## src/rtl/display_scan.sv

```systemverilog
// display_scan: four-digit common-anode scanner with per-digit dead time and per-frame input snapshot.
module display_scan #(
   parameter int DWELL = 1000,
   parameter int BLANK = 16
) (
   input  logic        clk,
   input  logic        reset,
   input  logic        enable,
   input  logic [27:0] seg_in,
   input  logic [3:0]  dp_in,
   output logic [6:0]  seg,
   output logic        dp,
   output logic [3:0]  an,
   output logic        frame_start
);
   typedef enum logic [1:0] {S_IDLE, S_BLANK, S_SHOW} state_t;
   localparam logic [15:0] BL = 16'(BLANK - 1);
   localparam logic [15:0] DW = 16'(DWELL - 1);
   state_t      state, state_n;
   logic [1:0]  d, d_n;
   logic [15:0] cnt, cnt_n;
   logic [31:0] snap, snap_n;
   logic        fs_n;
   logic [6:0]  seg_n;
   logic        dp_n;
   logic [3:0]  an_n;
   always_comb begin
      state_n = state;
      d_n     = d;
      cnt_n   = cnt + 16'd1;
      snap_n  = snap;
      fs_n    = 1'b0;
      if (!enable) begin
         state_n = S_IDLE;
         d_n     = 2'd0;
         cnt_n   = 16'd0;
      end else begin
         case (state)
            S_IDLE: begin
               state_n = S_BLANK;
               d_n     = 2'd0;
               cnt_n   = 16'd0;
               snap_n  = {seg_in, dp_in};
               fs_n    = 1'b1;
            end
            S_BLANK: if (cnt == BL) begin
               state_n = S_SHOW;
               cnt_n   = 16'd0;
            end
            S_SHOW: if (cnt == DW) begin
               state_n = S_BLANK;
               d_n     = d + 2'd1;
               cnt_n   = 16'd0;
               snap_n  = (d == 2'd3) ? {seg_in, dp_in} : snap;
               fs_n    = (d == 2'd3);
            end
            default: begin
               state_n = S_IDLE;
               d_n     = 2'd0;
               cnt_n   = 16'd0;
            end
         endcase
      end
   end
   // outputs are derived from the next state so they land on the same edge as the transition
   always_comb begin
      seg_n = (state_n == S_IDLE) ? 7'h7F : snap_n[4 + 7*d_n +: 7];
      dp_n  = (state_n == S_IDLE) ? 1'b1 : snap_n[d_n];
      an_n  = (state_n == S_SHOW) ? ~(4'b0001 << d_n) : 4'hF;
   end
   always_ff @(posedge clk or posedge reset) begin
      if (reset) begin
         state       <= S_IDLE;
         d           <= 2'd0;
         cnt         <= 16'd0;
         snap        <= '1;
         seg         <= 7'h7F;
         dp          <= 1'b1;
         an          <= 4'hF;
         frame_start <= 1'b0;
      end else begin
         state       <= state_n;
         d           <= d_n;
         cnt         <= cnt_n;
         snap        <= snap_n;
         seg         <= seg_n;
         dp          <= dp_n;
         an          <= an_n;
         frame_start <= fs_n;
      end
   end
endmodule

```

## config.mk

```make
export PLATFORM = sky130hd
export DESIGN_NAME = display_scan
export DESIGN_NICKNAME = d
export VERILOG_FILES = /design/src/rtl/display_scan.sv
export SDC_FILE = /design/constraint.sdc
export NUM_CORES = 1
export LEC_CHECK = 0
export ABC_AREA = 1
export CAP_MARGIN = 20
export CORE_MARGIN = 1.5
export CORE_UTILIZATION = 57
export CTS_BUF_LIST = sky130_fd_sc_hd__clkbuf_4
export DETAILED_ROUTE_END_ITERATION = 10
export GPL_ROUTABILITY_DRIVEN = 1
export GPL_TIMING_DRIVEN = 0
export PLACE_DENSITY = 0.83
export SETUP_SLACK_MARGIN = 0.15
export SYNTH_ARGS = -nofsm -noshare
export SYNTH_HDL_FRONTEND = slang
export SYNTH_SLANG_ARGS = --single-unit
```

## constraint.sdc

```tcl
create_clock -name clk -period 2.2 [get_ports clk]
set_input_delay 0.44 -clock clk [delete_from_list [all_inputs] [get_ports clk]]
set_output_delay 0.44 -clock clk [all_outputs]
set_load 0.01 [all_outputs]
```

==> results by group, run 1 <==
Layout
  • Layout cell share with drive strength beyond 1: 0.234
  • Total Nets Final: 546
  • Commonest cells after routing, fill and taps aside: 148 x nand2_1, 63 x nand3_1, 46 x clkdlybuf4s50_1, 44 x dfstp_2
  • Most common library cell in the layout ignoring fill and taps: nand2_1
  • Area growth syn-to-layout: 24.5%
  • Diodes inserted: 0

Route
  • Post-DR wirelength/cell: 15.1 um
  • Final ANT Viol Nets: 0
  • Initial DRT Pass Iterations: 5
  • DR vias: 3289
  • DR DRC count: 0
  • Vias per Instance: about 5.6
  • WL final: 8.82 mm
  • DR iter-0 viols: between 200 and 300

Outcome
  • Status: completed

Pwr
  • Leak pwr: between 2 and 2.5 nW
  • Total Power: 2.52 mW
  • PD cells: 587 mW/mm^2
  • Maximum VDD drop: 0.427 mV

Global routing
  • Largest net degree at the start of global routing: 38
  • Vias in the first global route: 3086
  • First-pass GRT wire length: between 10 and 15 mm
  • Initial antenna violation count: 0
  • Grt ovf: 0
  • Gr usage total: 0.284

Die
  • Die extent in y: 80.8 um
  • Die ar.: between 0.006 and 0.007 mm^2
  • Floorplan row count: 28
  • Starting density of the core: 0.586
  • Area of the core: 0.00589 mm^2
  • Top Ports: 48
  • Chip width: 80.8 um

Clock network
  • Hold_buf cts: 0
  • Worst-path clk slew: 0.10 ns
  • Num CTS Buffers: 9
  • Max H-tree Level: 3
  • CTS Root Cell: clkbuf_4
  • Clock tree buffer depth: 2
  • Sink Count: 65
  • Clock Latency Late Sink: 0.41 ns
  • CTS tree: done

Synth
  • Synthesized Nets: 477
  • Mean Syn Cell Area: 7.91 um^2
  • Xor/xnor share of the synthesized area: 0.00762
  • Yosys Warn Count: 0
  • Post-synthesis sequential area ratio: 0.488
  • Synth Area in Simple Gates: 0.377
  • Mapped Area: 0.00345 mm^2
  • Synth unique cells: 31
  • Seq cells post-synth: 65
  • Synth Area in Compound Gates: 0.0225
  • Gate Count Post-Synth: 436
  • Post-Synth Adder-Cell Area: 0.0218
  • Multiplexer share of the synthesized area: 0
  • Largest family of logic cells by synthesized area: simple AND/OR/NAND/NOR gates

Worst setup path
  • Max incr delay on CP: 0.42 ns
  • Critical path type: flop to flop
  • Worst-path fanout max: 10
  • Critical Path RT: 2.53 ns
  • Most frequent CP cell: nand2_1
  • Arrival @ worst endpoint: 2.30 ns
  • Startpoint types: flop
  • Setup crit end kind: flop
  • Cell family with most CP delay: buffers and inverters
  • Bufs and invs on worst path: 5
  • Crit path cell chain: inv_2 -> ha_1 -> buf_6 -> inv_1 -> a21oi_4 -> buf_4 -> nand2_4 -> buf_6 -> nand2_1 -> nand2_1 -> nand2_1 -> nand2_1 -> nand2_1 -> nand3_1
  • Slowest-stage cell, CP: dfrtp_1

STA
  • Hold Slack: 0.432 ns
  • Worst-Margin Slew: roughly 0.62 ns
  • # setup viols final: 0
  • Final Hold Viols: 0
  • Fin crit share: 0.893
  • RSZ-0062 raised after global routing: true
  • Slew HR: 0.583
  • Final Max Slew Viols: 0
  • Clk_skew: between 0.009 and 0.01 ns
  • Fin crit period: 1.96 ns
  • Achievable Freq: 0.509 GHz

Placement
  • Buffers on Ports: 46
  • Routability congestion estimate: 0.846
  • Final HPWL DP: 6.10 mm

Run
  • Max-cap viol count: 0

Hold path
  • Worst hold path class: input port to asynchronous set/reset pin
## synth_stat cells
cell type,number,area [um^2]
a211oi_1,1,7.51
a21oi_1,6,30.0
a21oi_2,1,8.76
buf_2,6,30.0
buf_6,5,56.3
buf_8,1,15.0
clkbuf_1,4,15.0
clkbuf_8,1,13.8
dfrtp_1,21,526
dfstp_2,44,1160
ha_1,6,75.1
inv_1,39,146
inv_2,3,11.3
nand2_1,150,563
nand2_2,8,50.1
nand2_4,1,11.3
nand3_1,64,320
nand3_2,1,10.0
nand3_4,1,17.5
nand3b_1,3,22.5
nand4_1,10,62.6
nor2_1,35,131
nor2_2,2,12.5
nor2_4,3,33.8
nor3_1,10,50.1
nor3b_1,1,7.51
nor4_1,1,6.26
o21ai_0,4,20.0
o21bai_2,1,11.3
xnor2_1,1,8.76
xor2_1,2,17.5
## worst paths after layout
| check | start | to | slack, ns | cells after the start |
|---|---|---|---|---|
| worst max-delay path | state[0]$_DFF_PP0_ | seg[0]$_DFF_PP1_ | 0.24 | 14 |
| worst min-delay path | reset | frame_start$_DFF_PP0_ | 0.43 | 2 |
| worst max register to register | state[0]$_DFF_PP0_ | seg[0]$_DFF_PP1_ | 0.24 | 14 |
| worst min register to register | cnt[0]$_DFF_PP0_ | cnt[0]$_DFF_PP0_ | 0.47 | 1 |
| max in group asynchronous | reset | snap[19]$_DFF_PP1_ | 1.09 | 3 |
| min in group clk | cnt[0]$_DFF_PP0_ | cnt[0]$_DFF_PP0_ | 0.47 | 1 |
## kinds of logic (layout without fill, tap and decap cells)
| kind of cell | count (synthesis) | in the layout |
|---|---|---|
| fa+ha+maj | 6 | 6 |
| compound gates | 13 | 13 |
| xor+xnor | 3 | 3 |
| flops | 65 | 65 |
| simple gates | 290 | 290 |
| buf+inv | 59 | 132 |
## routing by layer
metal,track usage,vias up,share of wire
met1,0.373,1537,0.41
met3,0.0371,28,0.066
met2,0.468,193,0.49
met4,0.133,0,0.031
met5,0,-,0
li1,-,1531,-
## stage by stage
stage          TNS (ns)  worst slack [ns]  utilization  area (um^2)  instances
3_5_place_dp          0            0.0180        0.683         4020        558
3_3_place_gp     -34.25            -0.923        0.680         4000        557
6_report              0             0.235        0.729         4290        584
4_1_cts               0             0.156        0.710         4180        575
2_1_floorplan         0             0.206            -         3450        436
5_1_grt               0             0.121        0.729         4290        584
## layout make-up
| cell class | count | area (um^2) |
|---|---|---|
| multi-input combinational | 312 | 1540 |
| timing repair buffer | 58 | 563 |
| buffer | 17 | 146 |
| clock buffer | 13 | 97.6 |
| fill | 455 | 1590 |
| inverter | 42 | 158 |
| clock inverter | 2 | 8.76 |
| sequential | 65 | 1680 |
| tap | 75 | 93.8 |
## power by group
group | switching, mW | internal (mW) | total [mW]
clock network | 0.406 | 0.273 | 0.680
logic | 0.244 | 0.192 | 0.436
registers | 0.0410 | 1.36 | 1.40
## timing repair
action / CTS / global route
pin swaps: 1 / 4
buffers inserted: 2 / 9
gates resized for setup: 10 / 15
endpoints found under the setup margin: 8 / 18
## flip-flops by register name (all words and copies together) (netlist names)
signal and count:
seg 7, state 2, d 2, an 4, cnt 16, frame_start 1, dp 1, snap 32
No activity file was read; power rests on OpenSTA's default activity.
==> inputs of run 2 (changes only) <==
--- a/config.mk
+++ b/config.mk
@@ -13,7 +13,7 @@
 export DETAILED_ROUTE_END_ITERATION = 10
 export GPL_ROUTABILITY_DRIVEN = 1
 export GPL_TIMING_DRIVEN = 0
-export PLACE_DENSITY = 0.83
+export PLACE_DENSITY = 0.81
 export SETUP_SLACK_MARGIN = 0.15
 export SYNTH_ARGS = -nofsm -noshare
 export SYNTH_HDL_FRONTEND = slang
==> results by group, run 2 (synthesis gave the netlist of run 1 again) <==
Global routing
  • Grt ovf: 0 (unchanged)
  • Vias in the first global route: 2877 (-6.8%)
  • Largest net degree at the start of global routing: 39 (+2.6%)
  • First-pass GRT wire length: 13.1 mm (-6.2%)
  • Gr usage total: 0.268 (-0.0158)
  • Initial antenna violation count: 0 (unchanged)

Worst setup path
  • Cell family with most CP delay: buffers and inverters
  • Arrival @ worst endpoint: 2.37 ns (+0.07 ns)
  • R2R setup slack: 0.19 ns (-0.05 ns)
  • Slowest-stage cell, CP: dfrtp_1
  • Most frequent CP cell: nand2_1
  • Startpoint types: flop
  • Setup crit end kind: flop
  • Bufs and invs on worst path: 5 (unchanged)
  • Critical Path RT: 2.56 ns (+0.03 ns)
  • Critical path type: flop to flop
  • Max incr delay on CP: 0.42 ns (about the same)
  • Crit path cell chain: inv_1 -> ha_1 -> buf_6 -> inv_1 -> a21oi_4 -> buf_6 -> buf_4 -> nand3_1 -> nand2_1 -> nand2_1 -> nand2_1 -> nand2_1 -> nand3_1
  • Worst-path fanout max: 10 (unchanged)

Route
  • DR vias: 3174 (-3.5%)
  • Vias per Instance: 5.43 (-3.5%)
  • DR iter-0 viols: 355 (+32%)
  • Post-DR wirelength/cell: 14.3 um (-5.4%)
  • WL final: 8.35 mm (-5.4%)
  • Initial DRT Pass Iterations: 5 (unchanged)
  • Final ANT Viol Nets: 0 (unchanged)
  • DR DRC count: 0 (unchanged)

Placement
  • Routability congestion estimate: 0.885 (+4.6%)
  • Post-DP Area: 0.00402 mm^2 (unchanged)
  • Buffers on Ports: 46 (unchanged)
  • Placed insts: 558 (unchanged)
  • Pre-CTS setup slack: 0.00862 ns (-0.00937 ns)
  • Final HPWL DP: 5.84 mm (-4.2%)

Clock network
  • Worst-path clk slew: 0.11 ns (about the same)
  • Sink Count: 65 (unchanged)
  • Clock tree buffer depth: 2 (unchanged)
  • Num CTS Buffers: 9 (unchanged)
  • CTS Root Cell: clkbuf_4
  • CTS tree: done
  • Clock Latency Late Sink: 0.42 ns (about the same)
  • Max H-tree Level: 3 (unchanged)
  • Hold_buf cts: 0 (unchanged)

STA
  • Clk_skew: 0.0130 ns (+0.00356 ns)
  • Fin crit share: 0.914 (+0.0208)
  • Final Max Slew Viols: 0 (unchanged)
  • Final Hold Viols: 0 (unchanged)
  • Slew HR: 0.483 (-0.0998)
  • Worst-Margin Slew: 0.774 ns (+0.150 ns)
  • # setup viols final: 0 (unchanged)
  • Achievable Freq: 0.497 GHz (-2.3%)
  • Fin crit period: 2.01 ns (+0.0458 ns)
  • RSZ-0062 raised after global routing: true
  • PnR worst setup slack: 0.189 ns (-0.0458 ns)

Layout
  • Most common library cell in the layout ignoring fill and taps: nand2_1
  • Area growth syn-to-layout: 25.1%
  • Commonest cells after routing, fill and taps aside: 148 x nand2_1, 62 x nand3_1, 46 x clkdlybuf4s50_1, 44 x dfstp_2, 36 x inv_1
  • Finished Layout Cells: 584 (unchanged)
  • Total Nets Final: 545 (-0.18%)
  • Reg with most FFs: snap
  • Final Instance Area: 0.00431 mm^2 (+0.50%)
  • Diodes inserted: 0 (unchanged)
  • Max reg flops: 32 (unchanged)
  • Biggest regs: snap: 32 flops, cnt: 16 flops, seg: 7 flops
  • Final core utilization: 0.733 (+0.00361)
  • Layout cell share with drive strength beyond 1: 0.232 (-0.00196)

Pwr
  • Leak pwr: 2.01 nW (-0.29%)
  • Part of the power in registers: 0.551 (-0.006)
  • Clk pwr share: 0.276 (+0.006)
  • PD cells: 591 mW/mm^2 (+0.67%)
  • Switching Fraction: 0.284 (+0.00946)
  • NetSw: 0.723 mW (+4.7%)
  • Pint: 1.83 mW (-0.15%)
  • Maximum VDD drop: 0.419 mV (-1.9%)
  • Comb pwr share: 0.174 (about the same)

Die
  • Die ar.: 0.00652 mm^2 (unchanged)
  • Area of the core: 0.00589 mm^2 (unchanged)
  • Die extent in y: 80.8 um (unchanged)
  • Top Ports: 48 (unchanged)
  • Starting density of the core: 0.586 (unchanged)
  • Chip width: 80.8 um (unchanged)
  • Floorplan row count: 28 (unchanged)

Run
  • Max-cap viol count: 0 (unchanged)

Outcome
  • Status: completed

Hold path
  • Worst hold path class: input port to asynchronous set/reset pin
run 2: through the flow:
stage | TNS [ns] | hold WS [ns] | total power [mW]
global route | 0 | 0.499 | 2.67
CTS | 0 | 0.465 | 2.52
finish | 0 | 0.469 | 2.55
detailed placement | 0 | 0.450 | 1.83
global placement | -32.56 | 0.447 | 1.81
floorplan | 0 | 0.433 | 1.66
run 2: cell type report:
class | count | area (um^2)
plain buffers | 17 | 155
flip-flops and latches | 65 | 1680
fillers | 469 | 1570
clock buffers | 12 | 90.1
multi-input cells | 312 | 1550
repair buffers | 57 | 568
clock inverters | 4 | 21.3
inverters | 42 | 158
well taps | 75 | 93.8
run 2: per-layer routing:
layer	vias to the layer above	global-route usage	wire, um	share of wire
met1	1476	0.370	3640	0.44
met3	28	0.0618	536	0.064
met5	-	0	0	0
li1	1526	-	-	-
met2	144	0.414	3930	0.47
met4	0	0.0983	240	0.029
run 2: worst reg2reg max path, delay by kind of cell (launching register included):
kind,cells,cell delay [ns]
adder cells (fa/ha/maj),1,0.16
buffers and inverters,5,0.63
AND/OR/NAND/NOR,6,0.50
AO/OA/AOI/OAI,1,0.24
flip-flops,1,0.42
run 2: repair_timing:
| action | CTS | global route |
|---|---|---|
| buffers inserted | 2 | 7 |
| pin swaps | 1 | 6 |
| setup endpoints to repair | 8 | 23 |
| gates resized for setup | 9 | 24 |
| gates cloned | 0 | 1 |
run 2: power by group through the flow:
stage          sequential [mW]  clock (mW)  combinational [mW]
3_3_place_gp              1.42           0               0.392
2_1_floorplan             1.42           0               0.235
4_1_cts                   1.40       0.704               0.415
6_report                  1.40       0.703               0.442
3_5_place_dp              1.42           0               0.406
5_1_grt                   1.41       0.762               0.494
run 2: worst paths after layout:
check,startpoint,to,cells after the start
worst max-delay path,state[0]$_DFF_PP0_,seg[5]$_DFF_PP1_,13
max in group asynchronous,reset,an[2]$_DFF_PP1_,3
worst min-delay path,reset,cnt[15]$_DFF_PP0_,2
min in group clk,cnt[0]$_DFF_PP0_,cnt[0]$_DFF_PP0_,1
worst min register to register,cnt[0]$_DFF_PP0_,cnt[0]$_DFF_PP0_,1
worst max register to register,state[0]$_DFF_PP0_,seg[5]$_DFF_PP1_,13
